<file path="src/rtl/uart_pkg.sv">
// uart_pkg: shared UART state encoding, parity modes and frame-length helper
package uart_pkg;
  typedef enum logic [2:0] {S_IDLE, S_START, S_DATA, S_PARITY, S_STOP} uart_state_e;
  localparam int PAR_NONE = 0;
  localparam int PAR_EVEN = 1;
  localparam int PAR_ODD  = 2;
  function automatic int frame_len(input int clk_div, input int word_len, input int parity, input int stop_bits);
    return (1 + word_len + ((parity != PAR_NONE) ? 1 : 0) + stop_bits) * clk_div;
  endfunction
endpackage

</file>
<file path="src/rtl/uart_baud_tick.sv">
// uart_baud_tick: divide-by-p_CLK_DIV counter; i_clr holds it at zero, o_tick marks terminal count
module uart_baud_tick #(
  parameter int p_CLK_DIV = 104
) (
  input  logic i_clk,
  input  logic i_rst,
  input  logic i_clr,
  output logic o_tick
);
  localparam int CW = $clog2(p_CLK_DIV);
  logic [CW-1:0] cnt_q;
  assign o_tick = cnt_q == CW'(p_CLK_DIV - 1);
  always_ff @(posedge i_clk or posedge i_rst)
    if (i_rst) cnt_q <= '0;
    else cnt_q <= (i_clr || o_tick) ? '0 : cnt_q + 1'b1;
endmodule

</file>
<file path="src/rtl/uart_tx.sv">
// uart_tx: valid/ready word in, start + LSB-first data + optional parity + stop bits out on o_tx
module uart_tx
  import uart_pkg::*;
#(
  parameter int p_CLK_DIV   = 104,
  parameter int p_WORD_LEN  = 8,
  parameter int p_PARITY    = 0,
  parameter int p_STOP_BITS = 1
) (
  input  logic                  i_clk,
  input  logic                  i_rst,
  input  logic [p_WORD_LEN-1:0] i_data,
  input  logic                  i_valid,
  output logic                  o_ready,
  output logic                  o_tx,
  output logic                  o_busy,
  output logic                  o_done
);
  localparam int IW = $clog2(p_WORD_LEN);
  localparam logic LAST_STOP = p_STOP_BITS == 2;
  localparam logic HAS_PAR = p_PARITY != PAR_NONE;
  if (p_CLK_DIV < 2) begin : g_chk_div
    $error("uart_tx: p_CLK_DIV must be >= 2");
  end
  if (p_STOP_BITS != 1 && p_STOP_BITS != 2) begin : g_chk_stop
    $error("uart_tx: p_STOP_BITS must be 1 or 2");
  end
  if (p_PARITY < 0 || p_PARITY > 2) begin : g_chk_par
    $error("uart_tx: p_PARITY must be 0, 1 or 2");
  end
  if (p_WORD_LEN < 5 || p_WORD_LEN > 9) begin : g_chk_len
    $error("uart_tx: p_WORD_LEN must be 5..9");
  end
  uart_state_e           state_q;
  logic [p_WORD_LEN-1:0] hold_q, shift_q;
  logic [IW-1:0]         bit_q;
  logic                  stop_q, par_q, ready_q, tx_q, busy_q, done_q;
  logic                  tick, load;
  uart_baud_tick #(.p_CLK_DIV(p_CLK_DIV)) u_tick (
    .i_clk  (i_clk),
    .i_rst  (i_rst),
    .i_clr  (state_q == S_IDLE),
    .o_tick (tick)
  );
  // the shifter takes the held word from idle, or straight from the last stop cycle for gapless frames
  assign load = !ready_q && (state_q == S_IDLE || (state_q == S_STOP && tick && stop_q == LAST_STOP));
  always_ff @(posedge i_clk or posedge i_rst) begin
    if (i_rst) begin
      state_q <= S_IDLE;
      hold_q  <= '0;
      shift_q <= '0;
      bit_q   <= '0;
      stop_q  <= 1'b0;
      par_q   <= 1'b0;
      ready_q <= 1'b1;
      tx_q    <= 1'b1;
      busy_q  <= 1'b0;
      done_q  <= 1'b0;
    end else begin
      done_q <= 1'b0;
      if (i_valid && ready_q) begin
        hold_q  <= i_data;
        ready_q <= 1'b0;
      end
      case (state_q)
        S_START: if (tick) begin
          state_q <= S_DATA;
          tx_q    <= shift_q[0];
          bit_q   <= '0;
        end
        S_DATA: if (tick) begin
          if (bit_q == IW'(p_WORD_LEN - 1)) begin
            state_q <= HAS_PAR ? S_PARITY : S_STOP;
            tx_q    <= HAS_PAR ? par_q : 1'b1;
            stop_q  <= 1'b0;
          end else begin
            bit_q   <= bit_q + 1'b1;
            shift_q <= shift_q >> 1;
            tx_q    <= shift_q[1];
          end
        end
        S_PARITY: if (tick) begin
          state_q <= S_STOP;
          tx_q    <= 1'b1;
          stop_q  <= 1'b0;
        end
        S_STOP: if (tick) begin
          if (stop_q == LAST_STOP) begin
            done_q  <= 1'b1;
            state_q <= S_IDLE;
            busy_q  <= 1'b0;
          end else stop_q <= 1'b1;
        end
        default: ;
      endcase
      if (load) begin
        shift_q <= hold_q;
        par_q   <= ^hold_q ^ (p_PARITY == PAR_ODD);
        ready_q <= 1'b1;
        state_q <= S_START;
        tx_q    <= 1'b0;
        busy_q  <= 1'b1;
      end
    end
  end
  assign o_ready = ready_q;
  assign o_tx    = tx_q;
  assign o_busy  = busy_q;
  assign o_done  = done_q;
endmodule

</file>
<file path="config.mk">
export PLATFORM = sky130hd
export DESIGN_NAME = uart_tx
export DESIGN_NICKNAME = d
export VERILOG_FILES = /design/src/rtl/uart_pkg.sv /design/src/rtl/uart_baud_tick.sv /design/src/rtl/uart_tx.sv
export SDC_FILE = /design/constraint.sdc
export NUM_CORES = 1
export LEC_CHECK = 0
export ABC_CLOCK_PERIOD_IN_PS = 4100
export CAP_MARGIN = 10
export CELL_PAD_IN_SITES_DETAIL_PLACEMENT = 0
export CELL_PAD_IN_SITES_GLOBAL_PLACEMENT = 1
export CORE_AREA = 2 2 82 84
export DETAILED_ROUTE_END_ITERATION = 10
export DIE_AREA = 0 0 84 86
export PLACE_DENSITY = 0.48
export SYNTH_ARGS = -nofsm -noshare
export SYNTH_HDL_FRONTEND = slang
export SYNTH_SLANG_ARGS = --single-unit
</file>
<file path="constraint.sdc">
create_clock -name i_clk -period 4.1 [get_ports i_clk]
set_clock_uncertainty 0.2 [all_clocks]
set_input_delay 1.23 -clock i_clk [delete_from_list [all_inputs] [get_ports i_clk]]
set_output_delay 1.23 -clock i_clk [all_outputs]
set_load 0.02 [all_outputs]
</file>
Word-level counts from Yosys, hierarchy flattened
Index checks and enable logic that the tools add are counted.
{ "classes": {"add_sub_neg": 2, "n_eq_ne": 20, "muxes": 38, "bitwise_logic": 1, "n_reduce_logical": 22} }
{ "ops": {"columns": ["operator", "count"], "rows": [
  ["8-bit two-way mux", 4],
  ["3-bit two-way mux", 10],
  ["1-bit two-way mux", 19],
  ["3-bit != test (second input constant)", 6],
  ["2-bit != test (second input constant)", 7],
  ["3-bit one-hot mux with 4 select lines", 1],
  ["2-bit nonzero test", 5],
  ["4-bit AND reduction", 2],
  ["7-bit by 1-bit adder with 7-bit output (second input constant)", 1],
  ["7-bit equality test (second input constant)", 1],
  ["7-bit two-way mux", 1],
  ["7-bit AND reduction", 1],
  ["3-bit by 2-bit equality test with 1-bit output (second input constant)", 2],
  ["3-bit equality test (second input constant)", 2],
  ["1-bit one-hot mux with 3 select lines", 2],
  ["3-bit one-hot mux with 2 select lines", 1],
  ["3-bit AND reduction", 2],
  ["5-bit AND reduction", 1],
  ["5-bit nonzero test", 1],
  ["1-bit logical AND", 4],
  ["4-bit nonzero test", 1],
  ["3-bit by 1-bit adder with 3-bit output (second input constant)", 1],
  ["3-bit by 1-bit equality test with 1-bit output (second input constant)", 1],
  ["3-bit zero test", 1],
  ["5 further kinds", 6]
]} }
{ "totals": {"ff_bits": 34, "in_bits": 11, "out_inout_bits": 4, "wordCells": 93} }

Logic depth before layout (Yosys ltp)
{ "logic_depth": {"word_depth": 7, "ltp_mapped": 7, "ltp_nobuf": 6} }

Cells and area by module
From an unflattened synthesis, not the netlist that was laid out.
{ "unflattened": {"cells_unflattened": 142, "area_unflattened_um2": 1639.1} }
{ "by_module_without_submodules": {"columns": ["module", "n_inst", "cells_per_inst", "area_each_um2", "seq_area_each_um2"], "rows": [
  ["uart_tx", 1, 108, 1295.0, 653.1],
  ["uart_baud_tick", 1, 34, 344.1, 175.2]
]} }

Worst setup path before layout
OpenSTA, ideal clock, no wires.
{ "synth_timing": {"path_type": "register -> register", "start": "register bit_q[0]", "end": "register shift_q[6]", "setup_ps": 125, "arrival_ps": 1816, "t_required_ps": 3775, "slack_ps": 1959, "path_stages_with_launch": 7, "path_buffers": 0, "period_less_slack_ps": 2141, "path_cell_list": "dfrtp_1 > ha_1 > ha_1 > nor4b_1 > nand3_2 > mux2_2 > mux2_2"} }
{ "synth_between": {"elab_chain_len": 3} }
{ "synth_rtl": {"columns": ["element", "line_no", "source"], "rows": [
  ["from (decl)", "uart_tx.sv:36", "logic [IW-1:0] bit_q;"],
  ["from (signal assigned)", "uart_tx.sv:77", "bit_q <= bit_q + 1'b1;"],
  ["3-bit equality test", "uart_tx.sv:72", "if (bit_q == IW'(p_WORD_LEN - 1)) begin"],
  ["2-bit != test (no line)", null, null],
  ["3-bit AND reduction (no line)", null, null],
  ["to (signal assigned)", "uart_tx.sv:78", "shift_q <= shift_q >> 1;"],
  ["to (signal assigned)", "uart_tx.sv:97", "shift_q <= hold_q;"],
  ["to (decl)", "uart_tx.sv:35", "logic [p_WORD_LEN-1:0] hold_q, shift_q;"]
]} }
Every way passes these cells.
A chain may end at the register's enable or synchronous reset.

Worst setup path in the final report
{ "layout_timing": {"start": "register ready_q, in the netlist o_ready", "end": "output port o_ready"} }
{ "layout_rtl": {"columns": ["element", "line_no", "source"], "rows": [
  ["from (decl)", "uart_tx.sv:37", "logic stop_q, par_q, ready_q, tx_q, busy_q, done_q;"],
  ["from (signal assigned)", "uart_tx.sv:55", "ready_q <= 1'b1;"],
  ["from (signal assigned)", "uart_tx.sv:63", "ready_q <= 1'b0;"],
  ["from (signal assigned)", "uart_tx.sv:99", "ready_q <= 1'b1;"],
  ["to (decl)", "uart_tx.sv:14", "output logic o_ready,"]
]} }
No word-level cell between the ends.

==> flow_metrics.py <==
metrics = {
    "sta": {
        "timing.final.ws_setup_ns": 1.199,
        "max_slew_margin": 0.7032,
        "final_hold_viol_count": 0,
        "tightest_slew_ns": 0.4418,
        "max_freq_mhz": 344.8,
        "rsz0062_at_grt": "false",
        "period_minus_slack_ns": 2.901,
        "post-route-period-util": 0.7075,
        "fin_tns_setup_ns": 0,
        "setup_viol_count_final": 0,
        "slew_violations": 0,
    },
    "floorplanning": {
        "die_w_um": 84,
        "die_area_um2": 7224,
        "start_util": 0.2476,
        "core_area_um2": 6277,
        "io-pin-count": 15,
        "die_h_um": 86,
        "rows": 29,
    },
    "worst_setup_path": {
        "crit_start": "o_ready$_DFFE_PP1P_",
        "cp_num_buf_inv": 1,
        "end_kind": "output pin",
        "cp_max_fo": 4,
        "crit_slowest_cell": "clkdlybuf4s50_1",
        "cpPeakStageDelay_ns": 0.62,
        "crit_path_cell_trace": "clkdlybuf4s50_1",
        "critPathLaunchType": "register",
        "required_ns": 2.67,
        "arrival_ns": 1.47,
        "r2r_slack_ns": 1.81,
        "reg2reg_from": "bit_q[0]$_DFFE_PP0P_",
        "path_class": "reg -> out",
        "cpLargestDelayFamily": "buffers and inverters",
    },
    "cells_and_area": {
        "postLayoutCellArea_um2": 1897,
        "antenna-diode-count": 0,
        "final_cell_mix": "dfrtp_1, mux2_2, clkdlybuf4s50_1, nor2_1, inv_1",
        "final_common_cell": "dfrtp_1",
        "layout.nets": 165,
        "seq_area_um2": 828.3,
        "nFillCells": 656,
        "multi_input_area_um2": 671.9,
        "utilization": 0.3022,
        "syn_to_final_growth_pct": 22.06,
        "layout-drive-gt1-share": 0.2697,
    },
    "yosys": {
        "syn_area_per_cell_um2": 11.68,
        "synth.top_cell.area_share": 0.4992,
        "yosysTopAreaCell": "dfrtp_1",
        "synth.area.top_cells": "dfrtp_1, mux2_2, dfstp_2",
        "synth_area_um2": 1554,
        "seq_area_frac_synth": 0.5330,
        "synth_cells": 133,
        "synth_warnings": 0,
        "synthesis.nets": 147,
        "ys_ff_latch": 33,
        "ys_types": 33,
    },
    "routing": {
        "viasPerCell": 4.349,
        "drtAntennaViolNets": 0,
        "drtIter0Drc": 53,
        "drt-total-wl_um": 2796,
        "wl_per_cell_um": 12.21,
        "dr.pass1.iters": 4,
        "drcViolationCount": 0,
        "vias": 996,
    },
    "cts": {
        "clockBufferDepth": 2,
        "post_cts_buffers": 0,
        "cts_tree": "done",
        "postCtsResizedCells": 0,
        "clk_pin_slew_worst_paths_ns": 0.07,
        "clk_latency_ns": 0.28,
        "cts_hold_buf": 0,
        "cts_root_buf": "clkbuf_8",
        "h-tree-depth": 2,
        "cts_buffers": 5,
        "cts_sinks": 33,
    },
    "run_status": {
        "status": "finished clean",
    },
    "global_routing": {
        "grt_overflow": 0,
        "grt_max_degree": 34,
        "grt_pass1_wl_um": 5023,
        "antenna_found_initial": 0,
        "grt_usage": 0.08998,
        "grt_pass1_vias": 1062,
    },
    "power_and_ir_drop": {
        "p_comb_frac": 0.038,
        "intPower_mw": 0.5321,
        "p_clk_frac": 0.454,
        "power.total_mw": 0.6694,
        "p_leak_nw": 0.8772,
        "pwr-share-seq": 0.508,
        "power_density_nw_per_um2": 352.9,
        "p_sw_mw": 0.1372,
        "power.share.switching": 0.2050,
        "peakVddDrop_uv": 139.4,
    },
    "place": {
        "place_area_um2": 1782,
        "numPortBuffers": 14,
        "dp_slack_ns": 1.452,
        "gp_congestion": 0.7118,
        "hpwl_um": 2037,
    },
    "job": {
        "drv_cap": 0,
    },
    "worst_hold_path": {
        "min_from": "u_tick.cnt_q[0]$_DFF_PP0_",
        "hp-class": "reg -> reg",
    },
}
## cells by family (layout without fill, tap and decap cells)
| group | Yosys count | count (layout) | share of synthesized area |
|---|---|---|---|
| AND/OR/NAND/NOR | 39 | 39 | 0.1401 |
| flip-flops | 33 | 33 | 0.5330 |
| multiplexers | 26 | 26 | 0.1876 |
| AO/OA/AOI/OAI | 15 | 15 | 0.05797 |
| buffers and inverters | 13 | 32 | 0.03462 |
| XOR/XNOR | 4 | 4 | 0.02255 |
| adder cells (fa/ha/maj) | 3 | 3 | 0.02416 |
## metal layers
layer  GRT usage  vias to the layer above  share of wire
met5           0                        -              0
met4     0.03519                        0         0.0072
met3     0.03561                        2          0.034
met2      0.1244                       16           0.44
met1      0.1255                      483           0.52
li1            -                      495              -
## final cells by class
type,count,area share
inverter,8,0.01583
sequential,33,0.4367
clock inverter,3,0.02441
multi-input combinational,87,0.3542
clock buffer,5,0.03628
timing repair buffer,16,0.08179
tap,77,0.05079
## state kept, by name (all words and copies together), names as in the netlist
signal        flops
hold_q            8
shift_q           8
u_tick.cnt_q      7
bit_q             3
state_q           3
o_busy            1
o_done            1
o_ready           1
o_tx              1
## per-stage QoR
step / hold slack (ns) / instances
after floorplan: 0.2225 / 133
after global routing: 0.2908 / 229
final: 0.2559 / 229
after CTS: 0.2660 / 229
after global placement: 0.2459 / 221
after detailed placement: 0.2559 / 221
## power by group through the flow
stage | combinational [mW] | sequential, mW | clock, mW
finish | 0.0255 | 0.340 | 0.304
global route | 0.0293 | 0.341 | 0.336
CTS | 0.0267 | 0.340 | 0.321
detailed placement | 0.0266 | 0.346 | 0
global placement | 0.0259 | 0.346 | 0
floorplan | 0.0133 | 0.343 | 0
## cell usage after synthesis
library cell,n
nand3_1,3
or3_1,1
o32ai_1,1
clkbuf_1,3
nor2_1,12
or2_2,1
nor2b_1,1
a31oi_1,1
a21o_1,2
dfrtp_1,31
a22oi_1,1
buf_2,1
nor3b_1,1
nor3_1,1
and3_1,5
o21bai_1,1
mux2i_1,1
buf_4,1
inv_1,8
nor3b_4,1
a21oi_1,5
xor2_1,1
nor4_1,2
ha_1,3
xnor2_1,3
nand3b_1,2
nand2_1,6
nor4b_1,1
and2_2,1
nand3_2,1
o21ai_0,4
dfstp_2,2
mux2_2,25
## path summary, 6_finish.rpt
check	end	cells past startpoint
max	o_ready	1
min in group asynchronous	u_tick.cnt_q[0]$_DFF_PP0_	3
max reg2reg	shift_q[1]$_DFFE_PP0P_	6
min	u_tick.cnt_q[0]$_DFF_PP0_	1
max in group asynchronous	o_tx$_DFFE_PP1P_	3
min reg2reg	u_tick.cnt_q[0]$_DFF_PP0_	1
Note: power is estimated with default switching activity, not from simulation.
